--- src/rtl/memory_controller.sv ---
// Byte-serial memory controller: arbitrates instruction-fetch and load/store
// requests onto a single 8-bit RAM port with one-cycle read latency.
module memory_controller (
  input  logic        clk_in,
  input  logic        rst_in,
  input  logic        rdy_in,
  input  logic        clr_in,
  input  logic        if_to_mc_ready,
  input  logic [31:0] if_to_mc_PC,
  output logic        mc_to_if_ready,
  output logic [31:0] mc_to_if_inst,
  output logic [31:0] mc_to_if_addr,
  input  logic        lsb_to_mc_valid,
  input  logic        lsb_to_mc_wr,
  input  logic [31:0] lsb_to_mc_addr,
  input  logic [1:0]  lsb_to_mc_len,
  input  logic [31:0] lsb_to_mc_data,
  output logic        mc_to_lsb_ready,
  output logic [31:0] mc_to_lsb_data,
  input  logic [7:0]  mem_din,
  output logic [7:0]  mem_dout,
  output logic [31:0] mem_a,
  output logic        mem_wr,
  input  logic        io_buffer_full
);

  typedef enum logic [2:0] {IDLE, IFETCH, LOAD, STORE, DONE} state_t;

  state_t      state, state_n;
  logic [2:0]  cnt, cnt_n;
  logic [31:0] base, base_n;
  logic [1:0]  last, last_n;
  logic [31:0] wdata, wdata_n;
  logic [31:0] rbuf, rbuf_n;
  logic [31:0] mem_a_n;
  logic [7:0]  mem_dout_n;
  logic        mem_wr_n;
  logic        if_rdy_n, lsb_rdy_n;
  logic [31:0] inst_n, if_addr_n, lsb_data_n;

  logic [7:0]  din_hold;
  logic        hold_valid;
  logic [7:0]  din_eff;
  logic [2:0]  cnt_inc, nxt, span;
  logic [1:0]  lane;
  logic        io_stall, acc_stall;

  // The RAM keeps running while rdy_in is low, so the byte due at the first
  // frozen edge is parked here and consumed on the resume edge.
  assign din_eff   = hold_valid ? din_hold : mem_din;
  assign cnt_inc   = cnt + 3'd1;
  assign span      = {1'b0, last} + 3'd1;
  assign nxt       = mem_wr ? cnt_inc : cnt;
  assign lane      = cnt[1:0] - 2'd1;
  assign io_stall  = (base[17:16] == 2'b11) && io_buffer_full;
  assign acc_stall = (lsb_to_mc_addr[17:16] == 2'b11) && io_buffer_full;

  always_comb begin
    state_n    = state;
    cnt_n      = cnt;
    base_n     = base;
    last_n     = last;
    wdata_n    = wdata;
    rbuf_n     = rbuf;
    mem_a_n    = mem_a;
    mem_dout_n = mem_dout;
    mem_wr_n   = 1'b0;
    if_rdy_n   = 1'b0;
    lsb_rdy_n  = 1'b0;
    inst_n     = mc_to_if_inst;
    if_addr_n  = mc_to_if_addr;
    lsb_data_n = mc_to_lsb_data;

    unique case (state)
      IDLE: begin
        if (!clr_in) begin
          if (lsb_to_mc_valid) begin
            base_n  = lsb_to_mc_addr;
            last_n  = lsb_to_mc_len;
            wdata_n = lsb_to_mc_data;
            cnt_n   = '0;
            rbuf_n  = '0;
            mem_a_n = lsb_to_mc_addr;
            if (lsb_to_mc_wr) begin
              state_n = STORE;
              if (!acc_stall) begin
                mem_wr_n   = 1'b1;
                mem_dout_n = lsb_to_mc_data[7:0];
              end
            end else begin
              state_n = LOAD;
            end
          end else if (if_to_mc_ready) begin
            base_n  = if_to_mc_PC;
            last_n  = 2'd3;
            cnt_n   = '0;
            rbuf_n  = '0;
            mem_a_n = if_to_mc_PC;
            state_n = IFETCH;
          end
        end
      end

      IFETCH, LOAD: begin
        if (clr_in) begin
          state_n = IDLE;
        end else begin
          cnt_n = cnt_inc;
          if (cnt < {1'b0, last}) mem_a_n = base + {29'd0, cnt_inc};
          if (cnt != 3'd0) rbuf_n[{lane, 3'b000} +: 8] = din_eff;
          if (cnt == span) begin
            state_n = DONE;
            if (state == IFETCH) begin
              if_rdy_n  = 1'b1;
              inst_n    = rbuf_n;
              if_addr_n = base;
            end else begin
              lsb_rdy_n  = 1'b1;
              lsb_data_n = rbuf_n;
            end
          end
        end
      end

      STORE: begin
        // Committed: clr_in is deliberately ignored until the last byte lands.
        cnt_n = nxt;
        if (nxt == span) begin
          state_n   = DONE;
          lsb_rdy_n = 1'b1;
        end else if (!io_stall) begin
          mem_a_n    = base + {29'd0, nxt};
          mem_dout_n = wdata[{nxt[1:0], 3'b000} +: 8];
          mem_wr_n   = 1'b1;
        end
      end

      DONE: state_n = IDLE;

      default: state_n = IDLE;
    endcase
  end

  always_ff @(posedge clk_in) begin
    if (!rst_in) begin
      state <= IDLE;
    end else if (rdy_in) begin
      state <= state_n;
    end
  end

  always_ff @(posedge clk_in) begin
    if (!rst_in) begin
      cnt             <= '0;
      base            <= '0;
      last            <= '0;
      wdata           <= '0;
      rbuf            <= '0;
      mem_a           <= '0;
      mem_dout        <= '0;
      mem_wr          <= 1'b0;
      mc_to_if_ready  <= 1'b0;
      mc_to_lsb_ready <= 1'b0;
      mc_to_if_inst   <= '0;
      mc_to_if_addr   <= '0;
      mc_to_lsb_data  <= '0;
    end else if (rdy_in) begin
      cnt             <= cnt_n;
      base            <= base_n;
      last            <= last_n;
      wdata           <= wdata_n;
      rbuf            <= rbuf_n;
      mem_a           <= mem_a_n;
      mem_dout        <= mem_dout_n;
      mem_wr          <= mem_wr_n;
      mc_to_if_ready  <= if_rdy_n;
      mc_to_lsb_ready <= lsb_rdy_n;
      mc_to_if_inst   <= inst_n;
      mc_to_if_addr   <= if_addr_n;
      mc_to_lsb_data  <= lsb_data_n;
    end
  end

  always_ff @(posedge clk_in) begin
    if (!rst_in) begin
      din_hold   <= '0;
      hold_valid <= 1'b0;
    end else if (!rdy_in) begin
      if (!hold_valid) begin
        din_hold   <= mem_din;
        hold_valid <= 1'b1;
      end
    end else begin
      hold_valid <= 1'b0;
    end
  end

endmodule
--- config.mk ---
export PLATFORM = sky130hd
export DESIGN_NAME = memory_controller
export DESIGN_NICKNAME = d
export VERILOG_FILES = /design/src/rtl/memory_controller.sv
export SDC_FILE = /design/constraint.sdc
export NUM_CORES = 1
export LEC_CHECK = 0
export BUFFER_PORTS_ARGS = -buffer_cell sky130_fd_sc_hd__buf_2
export CAP_MARGIN = 10
export CORE_MARGIN = 2
export CORE_UTILIZATION = 50
export DETAILED_ROUTE_END_ITERATION = 12
export PLACE_DENSITY = 0.74
export SKIP_CTS_REPAIR_TIMING = 1
export SYNTH_ARGS = -nofsm -noshare
export SYNTH_HDL_FRONTEND = slang
export SYNTH_SLANG_ARGS = --single-unit
--- constraint.sdc ---
create_clock -name clk_in -period 5.5 [get_ports clk_in]
set_input_delay 0.825 -clock clk_in [delete_from_list [all_inputs] [get_ports clk_in]]
set_output_delay 0.825 -clock clk_in [all_outputs]
set_load 0.05 [all_outputs]
After elaboration in Yosys (flattened, before gate mapping)
Cells that the tools add are included.
W data, S select, Z words.
{"block": "word_totals", "reg_bits": 252, "out_inout_bits": 139}
{"block": "op_classes", "magnitude_cmp": 1, "eq_ne": 18, "shifts": 3, "reduce_logical": 18, "n_addsub": 6, "n_mux": 56, "bitwise": 2}
{"cell": "$mux W32", "count": 12}
{"cell": "$pmux W32 S3", "count": 1}
{"cell": "$add A32 B3 Y32", "count": 2}
{"cell": "$pmux W32 S2", "count": 1}
{"cell": "$mux W8", "count": 7}
{"cell": "$mux W3", "count": 11}
{"cell": "$bwmux W32", "count": 1}
{"cell": "$shift A8 B7 Y32 const A", "count": 1}
{"cell": "$shiftx A32 B6 Y8", "count": 1}
{"cell": "$shiftx A8 B7 Y32", "count": 1}
{"cell": "$reduce_and A5 Y1", "count": 5}
{"cell": "$ne A2 B2 Y1 const B", "count": 9}
{"cell": "$pmux W3 S3", "count": 2}
{"cell": "$mux W1", "count": 16}
{"cell": "$pmux W8 S2", "count": 1}
{"cell": "$reduce_and A8 Y1", "count": 2}
{"cell": "$reduce_and A4 Y1", "count": 2}
{"cell": "$neg A5 Y7", "count": 1}
{"cell": "$eq A3 B2 Y1 const B", "count": 2}
{"cell": "$eq A3 B3 Y1", "count": 2}
{"cell": "$ne A3 B3 Y1 const B", "count": 2}
{"cell": "$reduce_bool A2 Y1", "count": 3}
{"cell": "$reduce_bool A3 Y1", "count": 2}
{"cell": "$eq A2 B2 Y1 const B", "count": 2}
{"cell": "11 further kinds", "count": 15}

Logic depth before layout (Yosys ltp)
Gate-level depths: netlist of run 1.
{"block": "logic_depth", "ltp_word": 7, "ltp_mapped": 14}

Worst setup path after synthesis of run 1
Ideal clock, no wire load.
{"block": "synth_timing", "path_kind": "register to register", "startpoint": "register cnt[0]", "endpoint": "register mem_a[31]", "arrival_ns": 3.201, "setup_time_ns": 0.126, "setup_slack_ns": 2.173, "path_stages_with_launch": 13, "required_time_ns": 5.374, "cell_sequence": "dfxtp_1 -> buf_2 -> inv_1 -> ha_1 -> mux2i_1 -> nand2_1 -> o21a_1 -> ha_1 -> a211oi_1 -> or4b_1 -> or4_1 -> nand3_1 -> o21ai_0"}
{"block": "synth_between", "elab_chain_len": 6, "word_cells_on_any_way": 14, "classes_between": "add/sub: 3; order compare: 1; eq/ne: 3; mux: 6; reduce/logical: 1"}
{"item": "start, declared", "line_no": "30", "source": "logic [2:0] cnt, cnt_n;"}
{"item": "start signal, assigned", "line_no": "168", "source": "cnt <= cnt_n;"}
{"item": "$add A3 B1 Y3", "line_no": "51", "source": "assign cnt_inc = cnt + 3'd1;"}
{"item": "$mux W3", "line_no": "53", "source": "assign nxt = mem_wr ? cnt_inc : cnt;"}
{"item": "$add A32 B3 Y32", "line_no": "132", "source": "mem_a_n = base + {29'd0, nxt};"}
{"item": "$mux W32", "line_no": "131", "source": "end else if (!io_stall) begin"}
{"item": "$mux W32", "line_no": "128", "source": "if (nxt == span) begin"}
{"item": "$pmux W32 S3", "line_no": "74", "source": "unique case (state)"}
{"item": "end signal, assigned", "line_no": "173", "source": "mem_a <= mem_a_n;"}
{"item": "end, declared", "line_no": "22", "source": "output logic [31:0] mem_a,"}
Several ways; a longest one is shown, not always the timed one. The select of a mux whose other input is x is not followed.
A chain may end at the register's enable or synchronous reset.

Final worst setup path of run 1
{"block": "layout_timing", "startpoint": "register cnt[0]", "endpoint": "register mem_a[19]"}
Same word-level chain as after synthesis.

==> results.yml, run 1 <==
setup_path:
  startpoint: "cnt[0]"
  r2r_slack_ns: 1.56
  crit_path_end_kind: "flip-flop"
  crit_path_end: "mem_a[19]"
  start_kind: "flip-flop"
  reg2reg_to: "mem_a[19]"
  cp.arrival_ns: 4.34
  cp_data_required_time_ns: 5.90
  crit_fanout: 14
  rr_startpoint: "cnt[0]"
  r2r_cells: 12
  path_class: "reg2reg"
sta:
  rsz0062_at_grt: "no"
  hold_viol_final: 0
  setup_tns_ns: 0
  min_period_ns: 3.94
  clock_skew_ns: 0.0123
  relSlewSlack_pct: 23.8
  period_share_pct: 71.7
  tightest_slew_ns: 1.14
  finalSetupViolCount: 0
  fmax_mhz: 254
  slew_violations: 0
floorplan:
  die_area_sq_um: 24500
  die_y_microns: 157
  pin_count: 253
  placement_rows: 55
  fp.dieW_microns: 157
  core_region_area_sq_um: 22800
  start_util_pct: 51.1
layout:
  nNetsFinal: 1682
  regArea_sq_um: 5040
  multi_input_area_sq_um: 6020
  syn2layout_area_growth_pct: 18.3
  nFillCells: 2071
  drive_above_1_share_pct: 21.5
yosys:
  syn_area_per_cell_sq_um: 8.41
  ys_types: 69
  synth_nets: 1510
  ys.flop_type: "dfxtp_1"
  yosysWarnings: 0
  synth_area_sq_um: 11600
  synth_cells: 1383
  synth_edf_count: 0
  ys_seq_elements: 252
  async_flop_share_pct: 0
  ys_seq_area_share_pct: 43.4
cts:
  clk_pin_slew_ns: 0.06
  ctsHtreeMaxLevel: 1
  cts_buffer_depth: 3
  cts.root.buffer_cell: "clkbuf_16"
  cts_tree: "yes"
  cts_sinks: 252
  worstSkewPairLatency_ns: 0.53
  cts_buffers: 27
power:
  ir_drop_mv: 0.259
  powerDensity_nw_per_um2: 324
  power_leakage_uw: 0.00542
  total_power_uw: 4470
route:
  dr.pass1.iters: 7
  drt-total-wl_microns: 32400
  initialDrtViolationCount: 759
  drt-wirelength-per-cell_microns: 17.1
  vias_per_cell: 5.70
  ant_nets: 0
  drcViolationCount: 0
  vias: 10780
grt:
  grt_overflow: 0
  grt_max_degree: 109
  antenna_found_initial: 4
  grt_use_total_pct: 25.8
  grt_pass1_wl_microns: 51700
  grt_pass1_vias: 9999
place:
  place_hpwl_microns: 22100
  port_buffers: 252
  gp_congestion: 0.864
hold_path:
  hp-class: "reg2reg"
outcome:
  status: "finished, final reports clean"
flow_run:
  maxCapViolations: 0
-- metrics by stage --
step	setup WS [ns]	hold WS (ns)	util, %	instances	instance area, sq um
after floorplan	2.17	0.432	-	1383	11600
after global routing	1.22	0.472	60.4	1889	13800
after CTS	1.58	0.452	60.4	1887	13800
after global placement	1.77	0.438	56.4	1839	12900
final	1.56	0.450	60.5	1892	13800
after detailed placement	1.62	0.443	56.4	1839	12900
-- kinds of logic after synthesis --
kind of cell    after synthesis  synth area share (%)
compound gates              373                  21.6
xor+xnor                     20                  1.57
fa+ha+maj                    13                  1.46
buf+inv                     131                  5.07
flops                       252                  43.4
mux                          88                  7.66
simple gates                506                  19.3
-- power by group --
| group | leakage [uW] | switching, uW | internal [uW] |
|---|---|---|---|
| clock | 0.000441 | 743 | 1110 |
| sequential | 0.00204 | 84.8 | 1900 |
| combinational | 0.00293 | 419 | 210 |
| total | 0.00542 | 1250 | 3220 |
-- worst min path at each step --
stage	cells past startpoint	from	endpoint
after global placement	2	rbuf[28]	rbuf[28]
after floorplan	2	rbuf[24]	rbuf[24]
final	2	mc_to_if_addr[18]	mc_to_if_addr[18]
after global routing	2	rbuf[1]	rbuf[1]
after CTS	2	mc_to_if_addr[11]	mc_to_if_addr[11]
after detailed placement	2	mc_to_if_addr[11]	mc_to_if_addr[11]
-- worst max-delay path, cell delays in order, from the launching register on --
cell      delay, ns
dfxtp_1        0.64
inv_1          0.17
ha_1           0.43
mux2i_1        0.27
nand2_1        0.25
o21a_1         0.21
ha_1           0.28
a211oi_1       0.06
buf_4          0.19
or4_1          0.66
o31a_1         0.35
o31ai_1        0.20
mux2i_1        0.10
-- registers in the layout, summed over array words and instances, names as in the netlist --
name / count
base: 32
mc_to_if_addr: 32
mc_to_if_inst: 32
mc_to_lsb_data: 32
mem_a: 32
rbuf: 32
wdata: 32
din_hold: 8
mem_dout: 8
cnt: 3
state: 3
last: 2
hold_valid: 1
mc_to_if_ready: 1
mc_to_lsb_ready: 1
mem_wr: 1
-- placed cells by master (no fill, tap or decap), types with 10 or more instances in the layout --
master | synthesis | layout
nor2_1 | 153 | 153
dfxtp_1 | 252 | 252
nand2_1 | 214 | 214
a21oi_1 | 132 | 132
ha_1 | 12 | 12
nand4_1 | 11 | 11
clkbuf_16 | 0 | 27
o22ai_1 | 12 | 12
buf_2 | 30 | 252
a211oi_1 | 107 | 107
o211ai_1 | 15 | 15
nor4_1 | 10 | 10
nor3_1 | 23 | 23
o21ai_0 | 23 | 23
buf_4 | 8 | 12
o2111ai_1 | 12 | 12
nand3_1 | 22 | 22
a2bb2oi_1 | 16 | 16
xnor2_1 | 12 | 12
nand2b_1 | 29 | 29
mux2i_1 | 80 | 80
o31ai_1 | 10 | 10
-- Yosys cell counts, types with 3 or more instances --
cell type | count | area, sq um
dfxtp_1 | 252 | 5040
nand2_1 | 214 | 803
nor2_1 | 153 | 574
a21oi_1 | 132 | 661
a211oi_1 | 107 | 803
mux2i_1 | 80 | 801
clkbuf_1 | 72 | 270
buf_2 | 30 | 150
nand2b_1 | 29 | 181
nor3_1 | 23 | 115
o21ai_0 | 23 | 115
nand3_1 | 22 | 110
a2bb2oi_1 | 16 | 140
o211ai_1 | 15 | 113
ha_1 | 12 | 150
o2111ai_1 | 12 | 105
o22ai_1 | 12 | 75.1
xnor2_1 | 12 | 105
nand4_1 | 11 | 68.8
nor4_1 | 10 | 62.6
o31ai_1 | 10 | 75.1
a22oi_1 | 9 | 67.6
inv_1 | 9 | 33.8
buf_4 | 8 | 60.1
mux2_2 | 8 | 90.1
and3_1 | 7 | 43.8
and4_1 | 7 | 61.3
xor2_1 | 7 | 61.3
buf_1 | 6 | 22.5
o31a_1 | 5 | 43.8
or4_1 | 5 | 37.5
and2_1 | 4 | 25.0
buf_6 | 4 | 45.0
o21a_1 | 4 | 30.0
or3_1 | 4 | 25.0
a211o_1 | 3 | 26.3
nor2b_1 | 3 | 18.8
-- layout make-up --
class | instances | share of cell area [%]
antenna | 5 | 0.0909
clock buffer | 33 | 5.22
clock inverter | 15 | 1.35
inverter | 10 | 0.309
multi-input combinational | 1000 | 43.7
sequential | 252 | 36.6
tap | 313 | 2.84
timing repair buffer | 264 | 9.81
-- per-layer routing --
layer	track usage, %	vias up	part of all wire (%)
li1	-	5279	-
met1	35.9	5054	45
met2	41.5	396	46
met3	4.54	51	7.8
met4	6.51	0	1.9
met5	0	-	0
Note: power is estimated with default switching activity, not from simulation.
==> run 2, diff against run 1 <==
--- a/config.mk
+++ b/config.mk
@@ -8,9 +8,9 @@
 export BUFFER_PORTS_ARGS = -buffer_cell sky130_fd_sc_hd__buf_2
 export CAP_MARGIN = 10
 export CORE_MARGIN = 2
-export CORE_UTILIZATION = 50
+export CORE_UTILIZATION = 49
 export DETAILED_ROUTE_END_ITERATION = 12
-export PLACE_DENSITY = 0.74
+export PLACE_DENSITY = 0.76
 export SKIP_CTS_REPAIR_TIMING = 1
 export SYNTH_ARGS = -nofsm -noshare
 export SYNTH_HDL_FRONTEND = slang
==> constraint.sdc (replaced) <==
create_clock -name clk_in -period 3.25 [get_ports clk_in]
set_input_delay 0.4875 -clock clk_in [delete_from_list [all_inputs] [get_ports clk_in]]
set_output_delay 0.4875 -clock clk_in [all_outputs]
set_load 0.05 [all_outputs]
==> results.yml, run 2 (same netlist as run 1, synthesis figures left out) <==
sta:
  clock_skew_ns: 0.0155
  relSlewSlack_pct: 50.1
  hold_viol_final: 0
  fmax_mhz: 327
  min_period_ns: 3.06
  rsz0062_at_grt: "no"
  finalSetupViolCount: 0
  setup_tns_ns: 0
  tightest_slew_ns: 0.728
  slew_violations: 0
  period_share_pct: 94.2
route:
  initialDrtViolationCount: 816
  vias_per_cell: 5.64
  dr.pass1.iters: 5
  ant_nets: 0
  drcViolationCount: 0
  drt-total-wl_microns: 32900
  vias: 10847
  drt-wirelength-per-cell_microns: 17.1
grt:
  grt_pass1_wl_microns: 52600
  grt_overflow: 0
  grt_pass1_vias: 10201
  grt_use_total_pct: 25.8
  antenna_found_initial: 5
  grt_max_degree: 81
setup_path:
  r2r_slack_ns: 0.19
  start_kind: "flip-flop"
  cp.arrival_ns: 3.46
  crit_path_end_kind: "flip-flop"
  path_class: "reg2reg"
  crit_fanout: 8
  cp_data_required_time_ns: 3.65
cts:
  cts.root.buffer_cell: "clkbuf_16"
  worstSkewPairLatency_ns: 0.54
  cts_sinks: 252
  clk_pin_slew_ns: 0.06
  cts_tree: "yes"
  cts_buffer_depth: 3
  ctsHtreeMaxLevel: 1
  cts_buffers: 26
floorplan:
  fp.dieW_microns: 158
  die_y_microns: 158
  pin_count: 253
  start_util_pct: 49.7
  die_area_sq_um: 25000
  placement_rows: 56
  core_region_area_sq_um: 23400
layout:
  nFillCells: 2110
  fin_cells: 1924
  layout_common_cells: "dfxtp_1 (252), buf_2 (252), nand2_1 (213)"
  drive_above_1_share_pct: 23.0
  nNetsFinal: 1709
  syn2layout_area_growth_pct: 20.8
outcome:
  status: "finished, final reports clean"
power:
  powerDensity_nw_per_um2: 536
  ir_drop_mv: 0.399
  power_leakage_uw: 0.00558
place:
  gp_congestion: 0.877
  place_hpwl_microns: 22800
  dp.cells: 1873
  port_buffers: 252
flow_run:
  maxCapViolations: 0
hold_path:
  hp-class: "in2reg"
run 2: changes by cell type in the layout (fill, tap and decap cells not counted), sizes merged, moves of 2 or more:
| cell | previous run | this run |
|---|---|---|
| clkinv | 7 | 5 |
| clkbuf | 33 | 41 |
| diode | 5 | 3 |
| buf | 264 | 292 |
| clkinvlp | 3 | 0 |
| bufinv | 4 | 2 |
run 2: final timing paths:
path                                          from                 to  cells after the start
worst max-delay path                        cnt[0]          mem_a[31]                     12
worst min-delay path            lsb_to_mc_data[18]          wdata[18]                      3
worst max register to register              cnt[0]          mem_a[31]                     12
worst min register to register   mc_to_if_addr[25]  mc_to_if_addr[25]                      2
run 2: report_power, final:
group	switching (uW)	total (uW)	internal (uW)
combinational	738	1120	382
sequential	122	3330	3210
clock	1250	3090	1840
total	2110	7540	5430
run 2: routing by layer:
metal | vias up | global-route usage, % | share of wire (%)
met4 | 4 | 7.55 | 2.2
met2 | 409 | 41.4 | 45
met1 | 5057 | 35.8 | 45
li1 | 5322 | - | -
met3 | 55 | 4.41 | 7.8
met5 | - | 0 | 0.076
run 2: final cells by class:
type                       count  area, sq um  area share (%)
tap                          319          399            2.84
clock buffer                  41          797            5.67
inverter                      10         42.5           0.302
timing repair buffer         292         1620            11.5
sequential                   252         5040            35.9
antenna                        3         7.51          0.0534
multi-input combinational   1000         6050            43.0
clock inverter                 7          100           0.712
run 2: worst max-delay path: stages, from the launching register on:
cell and delay, ns:
dfxtp_1 0.33, inv_1 0.08, ha_1 0.34, mux2i_4 0.20
nand2_2 0.09, o21a_1 0.15, ha_1 0.28, a211oi_1 0.06
buf_4 0.17, or4b_1 0.57, or4_1 0.52, nand3_1 0.08
o21ai_0 0.07
run 2: through the flow:
stage / total power (uW) / instance area, sq um / hold slack (ns) / worst slack, ns / utilization (%)
2_1_floorplan: 4170 / 11600 / 0.432 / 0.0497 / -
3_3_place_gp: 4480 / 13100 / 0.438 / 0.227 / 56.1
3_5_place_dp: 4500 / 13100 / 0.445 / 0.0912 / 56.1
4_1_cts: 7560 / 14000 / 0.172 / 0.0774 / 60.0
5_1_grt: 7820 / 14100 / 0.193 / 0.00578 / 60.1
6_report: 7540 / 14100 / 0.185 / 0.189 / 60.1
